File: config.mk
export PLATFORM = sky130hd
export DESIGN_NAME = cache_l1_requester
export DESIGN_NICKNAME = d
export VERILOG_FILES = /design/src/rtl/cache_pkg.sv /design/src/rtl/l1_tag_store.sv /design/src/rtl/cache_l1_requester.sv
export SDC_FILE = /design/constraint.sdc
export NUM_CORES = 1
export LEC_CHECK = 0
export BUFFER_PORTS_ARGS = -buffer_cell sky130_fd_sc_hd__buf_2
export CAP_MARGIN = 20
export CORE_ASPECT_RATIO = 0.8
export CORE_MARGIN = 1
export CORE_UTILIZATION = 65
export DETAILED_ROUTE_END_ITERATION = 16
export MAX_ROUTING_LAYER = met4
export PLACE_DENSITY = 0.85
export SETUP_SLACK_MARGIN = 0.3
export SKIP_CTS_REPAIR_TIMING = 1
export SLEW_MARGIN = 20
export SYNTH_ARGS = -nofsm -noshare
export SYNTH_HDL_FRONTEND = slang
export SYNTH_SLANG_ARGS = --single-unit
File: constraint.sdc
create_clock -name clk -period 28.9 [get_ports clk]
set_clock_uncertainty 0.05 [all_clocks]
set_input_delay 5.78 -clock clk [delete_from_list [all_inputs] [get_ports clk]]
set_output_delay 5.78 -clock clk [all_outputs]
set_load 0.01 [all_outputs]
File: src/rtl/cache_pkg.sv
// Shared types and default widths for the L1 requester and its tag store.
package cache_pkg;

   typedef enum logic [1:0] {
      IDLE    = 2'd0,
      L2_REQ  = 2'd1,
      L2_WAIT = 2'd2,
      RESP    = 2'd3
   } state_t;

   localparam int DEF_ADDR_WIDTH = 11;
   localparam int DEF_DATA_WIDTH = 32;

endpackage

File: src/rtl/l1_tag_store.sv
// Direct-mapped L1 storage: valid/tag/data arrays, combinational lookup,
// single write port used for fills, and a whole-cache flush.
module l1_tag_store #(
   parameter int L1_LINES   = 8,
   parameter int IDX_W      = 3,
   parameter int TAG_W      = 3,
   parameter int DATA_WIDTH = 32
) (
   input  logic                  clk,
   input  logic                  rst,
   input  logic                  flush,
   input  logic [IDX_W-1:0]      rd_index,
   input  logic [TAG_W-1:0]      rd_tag,
   output logic                  rd_hit,
   output logic [DATA_WIDTH-1:0] rd_data,
   input  logic                  wr_en,
   input  logic [IDX_W-1:0]      wr_index,
   input  logic [TAG_W-1:0]      wr_tag,
   input  logic [DATA_WIDTH-1:0] wr_data
);

   logic [L1_LINES-1:0]   valid_r;
   logic [TAG_W-1:0]      tag_r  [L1_LINES];
   logic [DATA_WIDTH-1:0] data_r [L1_LINES];

   // Line storage; flush wins over a fill (they never coincide in practice).
   always_ff @(posedge clk or posedge rst) begin
      if (rst) begin
         valid_r <= '0;
         for (int i = 0; i < L1_LINES; i++) begin
            tag_r[i]  <= '0;
            data_r[i] <= '0;
         end
      end else if (flush) begin
         valid_r <= '0;
      end else if (wr_en) begin
         valid_r[wr_index] <= 1'b1;
         tag_r[wr_index]   <= wr_tag;
         data_r[wr_index]  <= wr_data;
      end
   end

   // Lookup of the presented index/tag.
   always_comb begin
      rd_hit  = valid_r[rd_index] && (tag_r[rd_index] == rd_tag);
      rd_data = data_r[rd_index];
   end

endmodule

File: src/rtl/cache_l1_requester.sv
// L1 read requester: hits answer in one cycle, misses fetch from L2 and fill.
// Optional hit/miss statistics are built only when L1_STATS_EN is defined.
module cache_l1_requester
   import cache_pkg::*;
#(
   parameter int ADDR_WIDTH = DEF_ADDR_WIDTH,
   parameter int DATA_WIDTH = DEF_DATA_WIDTH,
   parameter int L1_LINES   = 8,
   parameter int BLOCK_SIZE = 32
) (
   input  logic                  clk,
   input  logic                  rst,
   input  logic                  cpu_req,
   input  logic [ADDR_WIDTH-1:0] cpu_addr,
   input  logic                  cpu_flush,
   output logic                  cpu_ready,
   output logic                  cpu_resp_valid,
   output logic [DATA_WIDTH-1:0] cpu_resp_data,
   output logic                  cpu_resp_hit,
   output logic                  l2_read,
   output logic [ADDR_WIDTH-1:0] l2_addr,
   input  logic [DATA_WIDTH-1:0] l2_read_data,
   input  logic                  l2_hit,
   output logic [15:0]           hit_count,
   output logic [15:0]           miss_count
);

   localparam int OFF_W = $clog2(BLOCK_SIZE);
   localparam int IDX_W = $clog2(L1_LINES);
   localparam int TAG_W = ADDR_WIDTH - OFF_W - IDX_W;

   state_t                state_r, state_n;
   logic                  hit_s, miss_s, flush_s, fill_s, resp_s;
   logic                  lookup_hit_s;
   logic [DATA_WIDTH-1:0] lookup_data_s;
   logic [IDX_W-1:0]      line_idx_r;
   logic [TAG_W-1:0]      line_tag_r;
   logic [DATA_WIDTH-1:0] fill_data_r;
   logic                  l2_hit_r;
   logic                  resp_valid_r, resp_hit_r, l2_read_r;
   logic [DATA_WIDTH-1:0] resp_data_r;
   logic [ADDR_WIDTH-1:0] l2_addr_r;
   logic                  unused_s;

   l1_tag_store #(
      .L1_LINES   (L1_LINES),
      .IDX_W      (IDX_W),
      .TAG_W      (TAG_W),
      .DATA_WIDTH (DATA_WIDTH)
   ) u_store (
      .clk      (clk),
      .rst      (rst),
      .flush    (flush_s),
      .rd_index (cpu_addr[OFF_W +: IDX_W]),
      .rd_tag   (cpu_addr[ADDR_WIDTH-1 -: TAG_W]),
      .rd_hit   (lookup_hit_s),
      .rd_data  (lookup_data_s),
      .wr_en    (fill_s),
      .wr_index (line_idx_r),
      .wr_tag   (line_tag_r),
      .wr_data  (l2_read_data)
   );

   // Held in reset means not ready, even though the state already reads IDLE.
   assign cpu_ready = (state_r == IDLE) && !cpu_flush && !rst;

   // FSM state register.
   always_ff @(posedge clk or posedge rst) begin
      if (rst) state_r <= IDLE;
      else     state_r <= state_n;
   end

   // Next-state and per-cycle control strobes.
   always_comb begin
      state_n = state_r;
      hit_s   = 1'b0;
      miss_s  = 1'b0;
      flush_s = 1'b0;
      fill_s  = 1'b0;
      resp_s  = 1'b0;
      case (state_r)
         IDLE: begin
            if (cpu_flush) begin
               flush_s = 1'b1;
            end else if (cpu_req) begin
               if (lookup_hit_s) begin
                  hit_s = 1'b1;
               end else begin
                  miss_s  = 1'b1;
                  state_n = L2_REQ;
               end
            end else begin
               state_n = IDLE;
            end
         end
         L2_REQ:  state_n = L2_WAIT;
         L2_WAIT: begin
            fill_s  = 1'b1;
            state_n = RESP;
         end
         RESP: begin
            resp_s  = 1'b1;
            state_n = IDLE;
         end
         default: state_n = IDLE;
      endcase
   end

   // Registered CPU/L2 outputs, miss bookkeeping and fill capture.
   always_ff @(posedge clk or posedge rst) begin
      if (rst) begin
         resp_valid_r <= 1'b0;
         resp_hit_r   <= 1'b0;
         resp_data_r  <= '0;
         l2_read_r    <= 1'b0;
         l2_addr_r    <= '0;
         line_idx_r   <= '0;
         line_tag_r   <= '0;
         fill_data_r  <= '0;
         l2_hit_r     <= 1'b0;
      end else begin
         resp_valid_r <= hit_s | resp_s;
         l2_read_r    <= miss_s;
         if (hit_s) begin
            resp_data_r <= lookup_data_s;
            resp_hit_r  <= 1'b1;
         end else if (resp_s) begin
            resp_data_r <= fill_data_r;
            resp_hit_r  <= 1'b0;
         end
         if (miss_s) begin
            l2_addr_r  <= cpu_addr;
            line_idx_r <= cpu_addr[OFF_W +: IDX_W];
            line_tag_r <= cpu_addr[ADDR_WIDTH-1 -: TAG_W];
         end
         if (fill_s) begin
            fill_data_r <= l2_read_data;
            l2_hit_r    <= l2_hit;
         end
      end
   end

   assign cpu_resp_valid = resp_valid_r;
   assign cpu_resp_hit   = resp_hit_r;
   assign cpu_resp_data  = resp_data_r;
   assign l2_read        = l2_read_r;
   assign l2_addr        = l2_addr_r;
   // The L2 hit flag is captured for observability only; nothing consumes it.
   assign unused_s       = l2_hit_r;

`ifdef L1_STATS_EN
   logic [15:0] hit_cnt_r, miss_cnt_r;

   // Saturating hit/miss counters, stepped on acceptance.
   always_ff @(posedge clk or posedge rst) begin
      if (rst) begin
         hit_cnt_r  <= 16'd0;
         miss_cnt_r <= 16'd0;
      end else begin
         if (hit_s && (hit_cnt_r != 16'hFFFF))   hit_cnt_r  <= hit_cnt_r + 16'd1;
         if (miss_s && (miss_cnt_r != 16'hFFFF)) miss_cnt_r <= miss_cnt_r + 16'd1;
      end
   end

   assign hit_count  = hit_cnt_r;
   assign miss_count = miss_cnt_r;
`else
   assign hit_count  = 16'd0;
   assign miss_count = 16'd0;
`endif

endmodule
==> results.json <==
{
  "outcome": "finished with violations",
  "violations": "DRC",
  "nNetsFinal": 1158,
  "setup-tns-final_ns": 0,
  "preCtsSetupSlack_ns": 16.16,
  "vias": 8978,
  "hold_class": "flop to flop",
  "synth_area_leader_cell": "dfrtp_1",
  "grt_pass1_vias": 9402,
  "htreeDepth": 2,
  "cts_tree": "yes",
  "hpwl_mm": 17.8,
  "wl_mm": 33.0,
  "grt.met3_usage_pct": 4.10,
  "cp-start-kind": "input port",
  "syn_to_final_growth_pct": 11.1,
  "cellLeakagePower_nw": 7.88,
  "io_pins": 127,
  "crit_type": "input port to primary output",
  "regToRegSetupSlack_ns": 25.91,
  "tightest_slew_ns": 1.02,
  "cp_max_fo": 123,
  "clk_pin_slew_ns": 0.06,
  "dr.pass1.iters": 13,
  "grtUsageMet2_pct": 45.4,
  "post-route-period-util_pct": 43.9,
  "antenna_found_initial": 2,
  "min_from": "u_store.valid_r[4]$_DFFE_PP0P_",
  "crit_required_ns": 23.07,
  "grt_util_met1_pct": 36.3,
  "timing.hold.ws_ns": 0.440,
  "grt_max_degree": 173,
  "ys_seq_area_share_pct": 56.2,
  "rr_worst_depth": 7,
  "synth_top_area_share_pct": 56.2,
  "busiest_layer": "met2",
  "hold_viol": 0,
  "synthTopCellsByCount": "368 x dfrtp_1, 325 x mux2_2, 110 x mux2i_1",
  "dp_cells": 1386,
  "relSlewSlack_pct": 31.8,
  "vdd_drop_max_mv": 0.0698,
  "insertion_delay_ns": 0.51,
  "clock-sinks": 368,
  "yosys_warnings": 0,
  "setup_ws_ns": 16.22,
  "drc": 6,
  "routabilityCongestion": 0.765,
  "maxSlewViolCount": 0,
  "fmax_ghz": 0.0789,
  "wire_per_inst_um": 22.7,
  "vias_per_cell": 6.20,
  "synth_area_per_cell_sq_um": 16.1,
  "drv_cap": 0,
  "synth-seq-cells": 368,
  "stdcell_count": 1449,
  "synthTopCellsByArea": "dfrtp_1 56%, mux2_2 22%, mux4_2 9.3%",
  "cp-end-kind": "primary output",
  "crit_arrival_ns": 6.85,
  "cts_root_buf": "clkbuf_16",
  "overflow": 0,
  "grtUsageTotal_pct": 27.4,
  "synth_ff_type": "dfrtp_1",
  "rsz0062_at_grt": "no",
  "period_minus_slack_ns": 12.68,
  "die_area_sq_mm": 0.0259,
  "grt_pass1_wl_mm": 52.6,
  "yosysMostFrequentCell": "dfrtp_1",
  "cts_buffers": 36,
  "clk_path_buf_depth": 3,
  "drt_iter0_drc": 561,
  "num_rows": 51,
  "drive_gt1_share_pct": 50.3,
  "die_h_um": 144,
  "syn_area_sq_mm": 0.0164,
  "ant_nets": 0,
  "r2r_end": "u_store.data_r[205]$_DFFE_PP0P_",
  "port_buffers": 93,
  "die_w_um": 180,
  "synthCells": 1019,
  "synth_edf_count": 0,
  "rr_startpoint": "state_r[0]$_DFFE_PP0P_",
  "ys_async_sr_fraction_pct": 100,
  "power_mw": 2.00,
  "hold_depth": 1,
  "setup_viol": 0,
  "core_area_sq_mm": 0.0246,
  "initial_core_util_pct": 66.7,
  "ys_types": 35,
  "holdPathEnd": "u_store.valid_r[4]$_DFFE_PP0P_",
  "powerDensity_mw_per_mm2": 110
}
layout by cell type (no fill, tap or decap), types with 2 or more instances in the layout:
cell       count
and2_1         2
bufinv_16      2
ha_2           2
nand2_1        4
nor2_1         2
inv_8          2
nor3_2         2
nand4_1        3
nand2b_1       2
clkinv_2       4
or2_2          2
mux4_2        68
nand3_1        2
inv_1          9
clkbuf_1       9
conb_1        32
clkbuf_16     37
clkbuf_8       7
mux2i_1      110
dfrtp_1      368
buf_2         91
buf_4         18
nand4b_1       2
a21boi_0       4
ha_1           2
o21a_1         4
mux2_2       325
diode_2        2
area by class of cell:
type,count,area (sq um)
multi-input cells,579,6780
well taps,318,398
repair buffers,110,611
diodes,2,5.00
fillers,1556,6360
inverters,11,48.8
flip-flops and latches,368,9210
clock buffers,53,1060
clock inverters,8,98.8
worst max-delay path by stage:
| stage | startpoint | endpoint | slack [ns] | cells past startpoint |
|---|---|---|---|---|
| floorplan | rst | cpu_ready | 8.91 | 2 |
| global placement | rst | cpu_ready | 16.15 | 4 |
| detailed placement | rst | cpu_ready | 16.16 | 4 |
| CTS | rst | cpu_ready | 16.16 | 4 |
| global route | rst | cpu_ready | 16.09 | 4 |
| finish | rst | cpu_ready | 16.22 | 4 |
power breakdown:
part / leakage, nW / switching [mW] / internal [mW] / total [mW]
combinational: 2.92 / 0.250 / 0.376 / 0.627
clock: 0.567 / 0.188 / 0.271 / 0.459
sequential: 4.39 / 0.142 / 0.776 / 0.918
total: 7.88 / 0.580 / 1.42 / 2.00
cells by family (layout without fill, tap and decap cells):
| group | Yosys count | in the layout | share of synthesized area (%) |
|---|---|---|---|
| other cells | 1 | 34 | 0.0229 |
| flops | 368 | 368 | 56.2 |
| xor+xnor | 2 | 2 | 0.107 |
| fa+ha+maj | 4 | 4 | 0.305 |
| mux | 503 | 503 | 38.4 |
| compound gates | 11 | 11 | 0.565 |
| simple gates | 27 | 27 | 1.05 |
| buf+inv | 103 | 182 | 3.37 |
worst max-delay path, stage by stage:
cell and delay, ns:
buf_2 0.13, inv_8 0.52, and2_1 0.22, buf_2 0.13
metrics by stage:
stage          instance area (sq um)  util (%)
2_1_floorplan                  16500         -
3_3_place_gp                   17000      69.4
3_5_place_dp                   17000      69.4
4_1_cts                        18200      74.1
5_1_grt                        18200      74.1
6_report                       18200      74.1
flip-flops by register name, summed over array words and instances, names as in the netlist:
register	count
line_tag_r	2
line_idx_r	2
u_store.data_r	256
fill_data_r	32
state_r	2
u_store.tag_r	24
l2_read	1
cpu_resp_data	32
l2_addr	7
u_store.valid_r	8
cpu_resp_hit	1
cpu_resp_valid	1
metal layers:
| layer | vias to the layer above | share of wire (%) |
|---|---|---|
| met5 | - | 0 |
| met4 | 0 | 1.8 |
| met3 | 47 | 3.9 |
| met2 | 190 | 50 |
| met1 | 4870 | 44 |
| li1 | 3871 | - |
(Power assumes the default switching activity.)
